### src/rtl/instruction_fetch.sv
// instruction_fetch: RV32 fetch stage owning the PC and the IF/ID register, with stall, redirect, EBREAK halt and misaligned-target fault
module instruction_fetch #(
    parameter logic [31:0] RESET_PC = 32'h0000_0000
) (
    input  logic        i_clk,
    input  logic        i_rst,
    output logic [31:0] o_imem_addr,
    input  logic [31:0] i_imem_instr,
    input  logic        i_stall,
    input  logic        i_redirect,
    input  logic [31:0] i_redirect_pc,
    output logic        o_if_valid,
    output logic [31:0] o_if_instr,
    output logic [31:0] o_if_pc,
    output logic [31:0] o_if_pc4,
    output logic        o_halted,
    output logic        o_fetch_fault
);
    typedef enum logic [1:0] {RUN, HALT, FAULT} state_t;
    state_t state, state_n;
    logic [31:0] pc, pc_n, instr_n, ipc_n, ipc4_n;
    logic valid_n;
    logic ebreak;
    assign ebreak = i_imem_instr == 32'h0010_0073;
    always_comb begin
        state_n = state;
        pc_n = pc;
        valid_n = o_if_valid;
        instr_n = o_if_instr;
        ipc_n = o_if_pc;
        ipc4_n = o_if_pc4;
        if (state != FAULT) begin
            if (i_redirect) begin
                pc_n = i_redirect_pc;
                valid_n = 1'b0;
                state_n = i_redirect_pc[1:0] != 2'b00 ? FAULT : RUN;
            end else if (!i_stall) begin
                if (state == HALT) begin
                    valid_n = 1'b0;
                end else begin
                    valid_n = 1'b1;
                    instr_n = i_imem_instr;
                    ipc_n = pc;
                    ipc4_n = pc + 32'd4;
                    pc_n = ebreak ? pc : pc + 32'd4;
                    state_n = ebreak ? HALT : RUN;
                end
            end
        end
    end
    always_ff @(posedge i_clk) begin
        if (i_rst) begin
            state <= RUN;
            pc <= RESET_PC;
            o_if_valid <= 1'b0;
            o_if_instr <= '0;
            o_if_pc <= '0;
            o_if_pc4 <= '0;
        end else begin
            state <= state_n;
            pc <= pc_n;
            o_if_valid <= valid_n;
            o_if_instr <= instr_n;
            o_if_pc <= ipc_n;
            o_if_pc4 <= ipc4_n;
        end
    end
    assign o_imem_addr = pc;
    assign o_halted = state == HALT;
    assign o_fetch_fault = state == FAULT;
endmodule

### config.mk
export PLATFORM = sky130hd
export DESIGN_NAME = instruction_fetch
export DESIGN_NICKNAME = d
export VERILOG_FILES = /design/src/rtl/instruction_fetch.sv
export SDC_FILE = /design/constraint.sdc
export NUM_CORES = 1
export LEC_CHECK = 0
export ABC_AREA = 0
export CORE_MARGIN = 3
export CORE_UTILIZATION = 46
export CTS_CLUSTER_DIAMETER = 50
export DETAILED_ROUTE_END_ITERATION = 16
export HOLD_SLACK_MARGIN = 0.06
export PLACE_DENSITY = 0.92
export SLEW_MARGIN = 15
export SYNTH_ARGS = -nofsm -noshare
export SYNTH_HDL_FRONTEND = slang
export SYNTH_SLANG_ARGS = --single-unit
### constraint.sdc
create_clock -name i_clk -period 3.2 [get_ports i_clk]
set_clock_uncertainty 0.15 [all_clocks]
set_input_delay 0.8 -clock i_clk [delete_from_list [all_inputs] [get_ports i_clk]]
set_output_delay 0.8 -clock i_clk [all_outputs]
set_load 0.03 [all_outputs]
=== After elaboration in Yosys (flattened, before gate mapping) ===
Index checks and enable logic that the tools add are counted.

* Output and inout bits: 131
* Bits in registers: 131
* Bits of input ports: 68
* Logic and storage cells: 34

* Reduce and logical (&&, ||, !) cells: 5
* Bitwise operators: 3
* Add/subtract/negate cells: 1
* Multiplexer cells: 12
* Equality and inequality tests: 7

{| class="wikitable"
|+ Operator list
! cell !! count
|-
| $mux W32 || 4
|-
| $add A32 B3 Y32 const B || 1
|-
| $eq A32 B21 Y1 const B || 1
|-
| $mux W2 || 4
|-
| $reduce_and A4 Y1 || 2
|-
| $ne A2 B2 Y1 const B || 3
|-
| $mux W1 || 4
|-
| $not A1 Y1 || 3
|-
| $reduce_and A3 Y1 || 1
|-
| $eq A2 B1 Y1 const B || 1
|-
| $eq A2 B2 Y1 const B || 1
|-
| $ne A2 B1 Y1 const B || 1
|-
| $reduce_and A2 Y1 || 1
|-
| $reduce_bool A2 Y1 || 1
|}

=== Longest topological paths before layout ===
Gate-level depths: netlist (run 1).

* Depth in word-level cells: 5
* Mapped depth: 8

=== Least setup slack after synthesis (run 1) ===
Ideal clock, no wire load.

* Kind: input to register
* Start: in i_redirect
* End: reg pc[24] (netlist: o_imem_addr[24])
* Data arrival time: 2129 ps
* Setup time: 141 ps
* Stages: 7
* Data required time: 2909 ps
* Path slack: 780 ps
* Cells stage by stage: buf_2 -> nor4_2 -> nand4_1 -> or4_1 -> buf_2 -> nand3_1 -> o32ai_1

* Word-level cells in the longest chain between the ends: 2

{| class="wikitable"
|+ RTL lines
! element !! line !! RTL
|-
| start: declaration || 10 || <nowiki>input logic i_redirect,</nowiki>
|-
| $ne A2 B2 Y1 (no source line) / $ne A2 B1 Y1 (equally long branches) || n/a ||
|-
| $reduce_and A4 Y1 (no source line) || n/a ||
|-
| end signal: assignment || 61 || <nowiki>pc <= pc_n;</nowiki>
|-
| end: declaration || 21 || <nowiki>logic [31:0] pc, pc_n, instr_n, ipc_n, ipc4_n;</nowiki>
|}

Parallel ways exist; a longest one is shown, timed or not.
A chain may end at the register's enable or synchronous reset.

=== Final worst setup path (run 1) ===
* Start: in i_imem_instr[25]
* End: reg pc[24] (netlist: o_imem_addr[24])

* Word-level cells in the longest chain between the ends: 3

{| class="wikitable"
|+ RTL lines
! element !! line !! RTL
|-
| start: declaration || 8 || <nowiki>input logic [31:0] i_imem_instr,</nowiki>
|-
| $eq A32 B21 Y1 || 24 || <nowiki>assign ebreak = i_imem_instr == 32'h0010_0073;</nowiki>
|-
| $ne A2 B2 Y1 (no source line) || n/a ||
|-
| $reduce_and A4 Y1 (no source line) || n/a ||
|}

Every way passes these cells.

==> impl_metrics.env, run 1 <==
export IMPL_ys_async_sr_fraction=0
export IMPL_final_hold_violation_count=0
export IMPL_start_util=0.482
export IMPL_cp_end_kind="flop"
export IMPL_clock_latency_ps=420
export IMPL_synthTopCellsByArea="dfxtp_1, nand2_1, a21oi_1, nor2_1, a211oi_1"
export IMPL_drt_iter0_drc=569
export IMPL_clk_pin_slew_worst_paths_ps=60
export IMPL_synth_edf_count=0
export IMPL_antenna_found_initial=0
export IMPL_die_h_um=119
export IMPL_design_core_area_um2=12300
export IMPL_synth_top_area_frac=0.437
export IMPL_grt_overflow=0
export IMPL_pre_cts_ws_ps=-325
export IMPL_maxCapViolCount=0
export IMPL_clock_path_buffers=2
export IMPL_gp_congestion=0.922
export IMPL_die_w_um=119
export IMPL_final_cells=1095
export IMPL_fmax_mhz=337
export IMPL_die_area_um2=14200
export IMPL_n_antenna_cell=0
export IMPL_rows=40
export IMPL_grt_max_degree=64
export IMPL_avgSynthCellArea_um2=7.97
export IMPL_worstPathRequired_ps=3320
export IMPL_ys_seq_area_frac=0.437
export IMPL_syn_nets=810
export IMPL_critPathMaxFanout=5
export IMPL_antenna_left=0
export IMPL_cts_htree_levels=4
export IMPL_rsz0062_at_grt="false"
export IMPL_syn_instance_count=741
export IMPL_post_cts_buffers=0
export IMPL_ios=199
export IMPL_ir_worst_vdd_mv=0.355
export IMPL_finalNetCount=983
export IMPL_drt_first_pass_iters=5
export IMPL_leakagePower_nw=2.93
export IMPL_drt_wl_total_mm=19.3
export IMPL_post_route_period_util=0.927
export IMPL_num_vias=6306
export IMPL_status="finished, final reports clean"
export IMPL_synth_flop_cell="dfxtp_1"
export IMPL_cp_arrival_ps=3090
export IMPL_yosysTopAreaCell="dfxtp_1"
export IMPL_tightest_slew_ps=696
export IMPL_portBuffers=198
export IMPL_slew_limit_headroom=0.536
export IMPL_critPathLaunchType="input pin"
export IMPL_dp_hpwl_mm=13.6
export IMPL_setup_violations=0
export IMPL_worstSetupPathType="input pin to flop"
export IMPL_grt_pass1_vias=5945
export IMPL_period_needed_ps=2960
export IMPL_cts_buffers=17
export IMPL_wl_per_cell_um=17.7
export IMPL_fin_ws_ps=235
export IMPL_vias_per_cell=5.76
export IMPL_drive_gt1_frac=0.0831
export IMPL_ys_types=56
export IMPL_fillerInstances=960
export IMPL_cellPowerDensity_nw_per_um2=520
export IMPL_area_growth_pct=45.6
export IMPL_cts_hold_buf=0
export IMPL_cts_root_buf="clkbuf_16"
export IMPL_grt_pass1_wl_mm=30.8
export IMPL_dpl_cell_count=1063
export IMPL_cts_sinks=129
export IMPL_track_usage=0.269
export IMPL_ys_seq_elements=129
export IMPL_hold_class="flop to flop"
export IMPL_ctsResizeCount=0
export IMPL_synth_area_um2=5910
export IMPL_maxSlewViolCount=0
export IMPL_cts_tree="yes"
export IMPL_total_power_mw=4.48
export IMPL_drc=0
export IMPL_ys_warn_count=0
==> final cells by class <==
| cell class | count | area, µm² | area share |
|---|---|---|---|
| multi-input combinational | 529 | 2970 | 0.346 |
| sequential | 129 | 2580 | 0.300 |
| clock inverter | 5 | 50.0 | 0.00582 |
| tap | 168 | 210 | 0.0244 |
| timing repair buffer | 229 | 2240 | 0.261 |
| inverter | 8 | 30.0 | 0.00349 |
| clock buffer | 27 | 513 | 0.0596 |
==> synthesized netlist by cell type (2+ instances only) <==
cell type  instances
xor2_1            10
nor4_1            12
a21oi_1           95
o2111ai_1          2
nor4bb_1           2
o31a_1             7
and3_1             8
o211a_1            4
or4_1              3
o21ai_0           10
buf_2             21
a211oi_1          24
a32oi_1            2
nor3_2             3
or3_1              2
clkbuf_1          41
nand2_1          158
nor2_1            52
buf_4              8
o311ai_0          12
and4_1             5
o32ai_1           12
nor3_1            20
inv_1              7
buf_1              4
nand3_1           16
a31oi_1            6
nand4_1           12
nor4_2             4
xnor2_1           12
o31ai_1           12
a22oi_1            3
dfxtp_1          129
==> worst paths after layout <==
kind / startpoint / endpoint / slack [ps] / depth (start not counted)
worst max-delay path: i_imem_instr[25] / o_imem_addr[24]$_SDFFE_PP0P_ / 240 / 8
worst min-delay path: o_if_instr[16]$_SDFFE_PP0P_ / o_if_instr[16]$_SDFFE_PP0P_ / 300 / 2
worst min register to register: o_if_instr[16]$_SDFFE_PP0P_ / o_if_instr[16]$_SDFFE_PP0P_ / 300 / 2
worst max register to register: o_imem_addr[2]$_SDFFE_PP0P_ / o_imem_addr[24]$_SDFFE_PP0P_ / 800 / 6
==> flip-flops by register name, indices dropped and copies added (netlist names) <==
| name | flops |
|---|---|
| o_imem_addr | 32 |
| o_if_pc4 | 30 |
| state | 2 |
| o_if_instr | 32 |
| o_if_valid | 1 |
| o_if_pc | 32 |
==> kinds of logic after synthesis <==
| group | count (synthesis) | synth area share |
|---|---|---|
| AOI/OAI and AO/OA | 198 | 0.220 |
| xor gates and xnor gates | 22 | 0.0326 |
| adders and majority gates | 1 | 0.00212 |
| buffers and inverters | 83 | 0.0625 |
| DFF | 129 | 0.437 |
| muxes | 2 | 0.00360 |
| and+or+nand+nor | 306 | 0.242 |
==> through the flow <==
step / TNS (ps) / area, µm² / utilization / hold slack (ps)
2_1_floorplan: 0 / 5910 / - / 349
3_3_place_gp: -8190 / 8030 / 0.655 / 290
3_5_place_dp: -8770 / 8030 / 0.655 / 297
4_1_cts: 0 / 8600 / 0.701 / 305
5_1_grt: 0 / 8600 / 0.702 / 326
6_report: 0 / 8600 / 0.702 / 302
==> where the power goes <==
group	switching [mW]	internal, mW
Sequential	0.0876	1.70
Combinational	0.490	0.358
Clock	0.676	1.17
Total	1.25	3.22
==> metal layers <==
metal | wire (µm) | GRT usage | vias to the layer above | share of wire
met4 | 436 | 0.0995 | 0 | 0.023
met3 | 2070 | 0.0988 | 35 | 0.11
li1 | - | - | 2989 | -
met2 | 9250 | 0.435 | 328 | 0.48
met1 | 7580 | 0.327 | 2954 | 0.39
met5 | 0 | 0 | - | 0
==> cells in the final DEF (no fill, tap or decap), types with 2 or more instances in the layout <==
| cell type | Yosys | final |
|---|---|---|
| nor4_4 | 1 | 2 |
| a21oi_1 | 95 | 95 |
| clkbuf_16 | 0 | 17 |
| nor4bb_1 | 2 | 2 |
| and3_1 | 8 | 8 |
| buf_12 | 0 | 3 |
| clkbuf_1 | 41 | 5 |
| a22oi_1 | 3 | 3 |
| clkbuf_8 | 0 | 5 |
| o31a_1 | 7 | 7 |
| nand3_1 | 16 | 16 |
| a31oi_1 | 6 | 6 |
| nand4_1 | 12 | 12 |
| clkinv_2 | 0 | 4 |
| buf_4 | 8 | 29 |
| and4_1 | 5 | 5 |
| nor2_1 | 52 | 52 |
| nor4_1 | 12 | 11 |
| a211oi_1 | 24 | 24 |
| or3_1 | 2 | 2 |
| o31ai_1 | 12 | 12 |
| clkdlybuf4s50_1 | 0 | 196 |
| inv_1 | 7 | 7 |
| xnor2_1 | 12 | 12 |
| nor3_1 | 20 | 20 |
| nand2_1 | 158 | 158 |
| o211a_1 | 4 | 4 |
| nor3_2 | 3 | 3 |
| nor4_2 | 4 | 4 |
| or4_1 | 3 | 2 |
| o32ai_1 | 12 | 12 |
| o311ai_0 | 12 | 12 |
| xor2_1 | 10 | 10 |
| dfxtp_1 | 129 | 129 |
| o2111ai_1 | 2 | 2 |
| a32oi_1 | 2 | 2 |
| o21ai_0 | 10 | 10 |
==> worst max-delay path, stage by stage <==
cell             delay (ps)
clkdlybuf4s50_1         440
nor4_2                  480
buf_4                   200
nand4_1                  90
or4_1                   610
buf_4                   200
nand3_1                 140
o32ai_1                 120
Power figures use the tool's default switching activity.
==> run 2: changes to the inputs <==
Settings changed: ABC_CLOCK_PERIOD_IN_PS set to 3200.
==> results of run 2 <==
Final layout, timing and power as in run 1 (identical DEF).
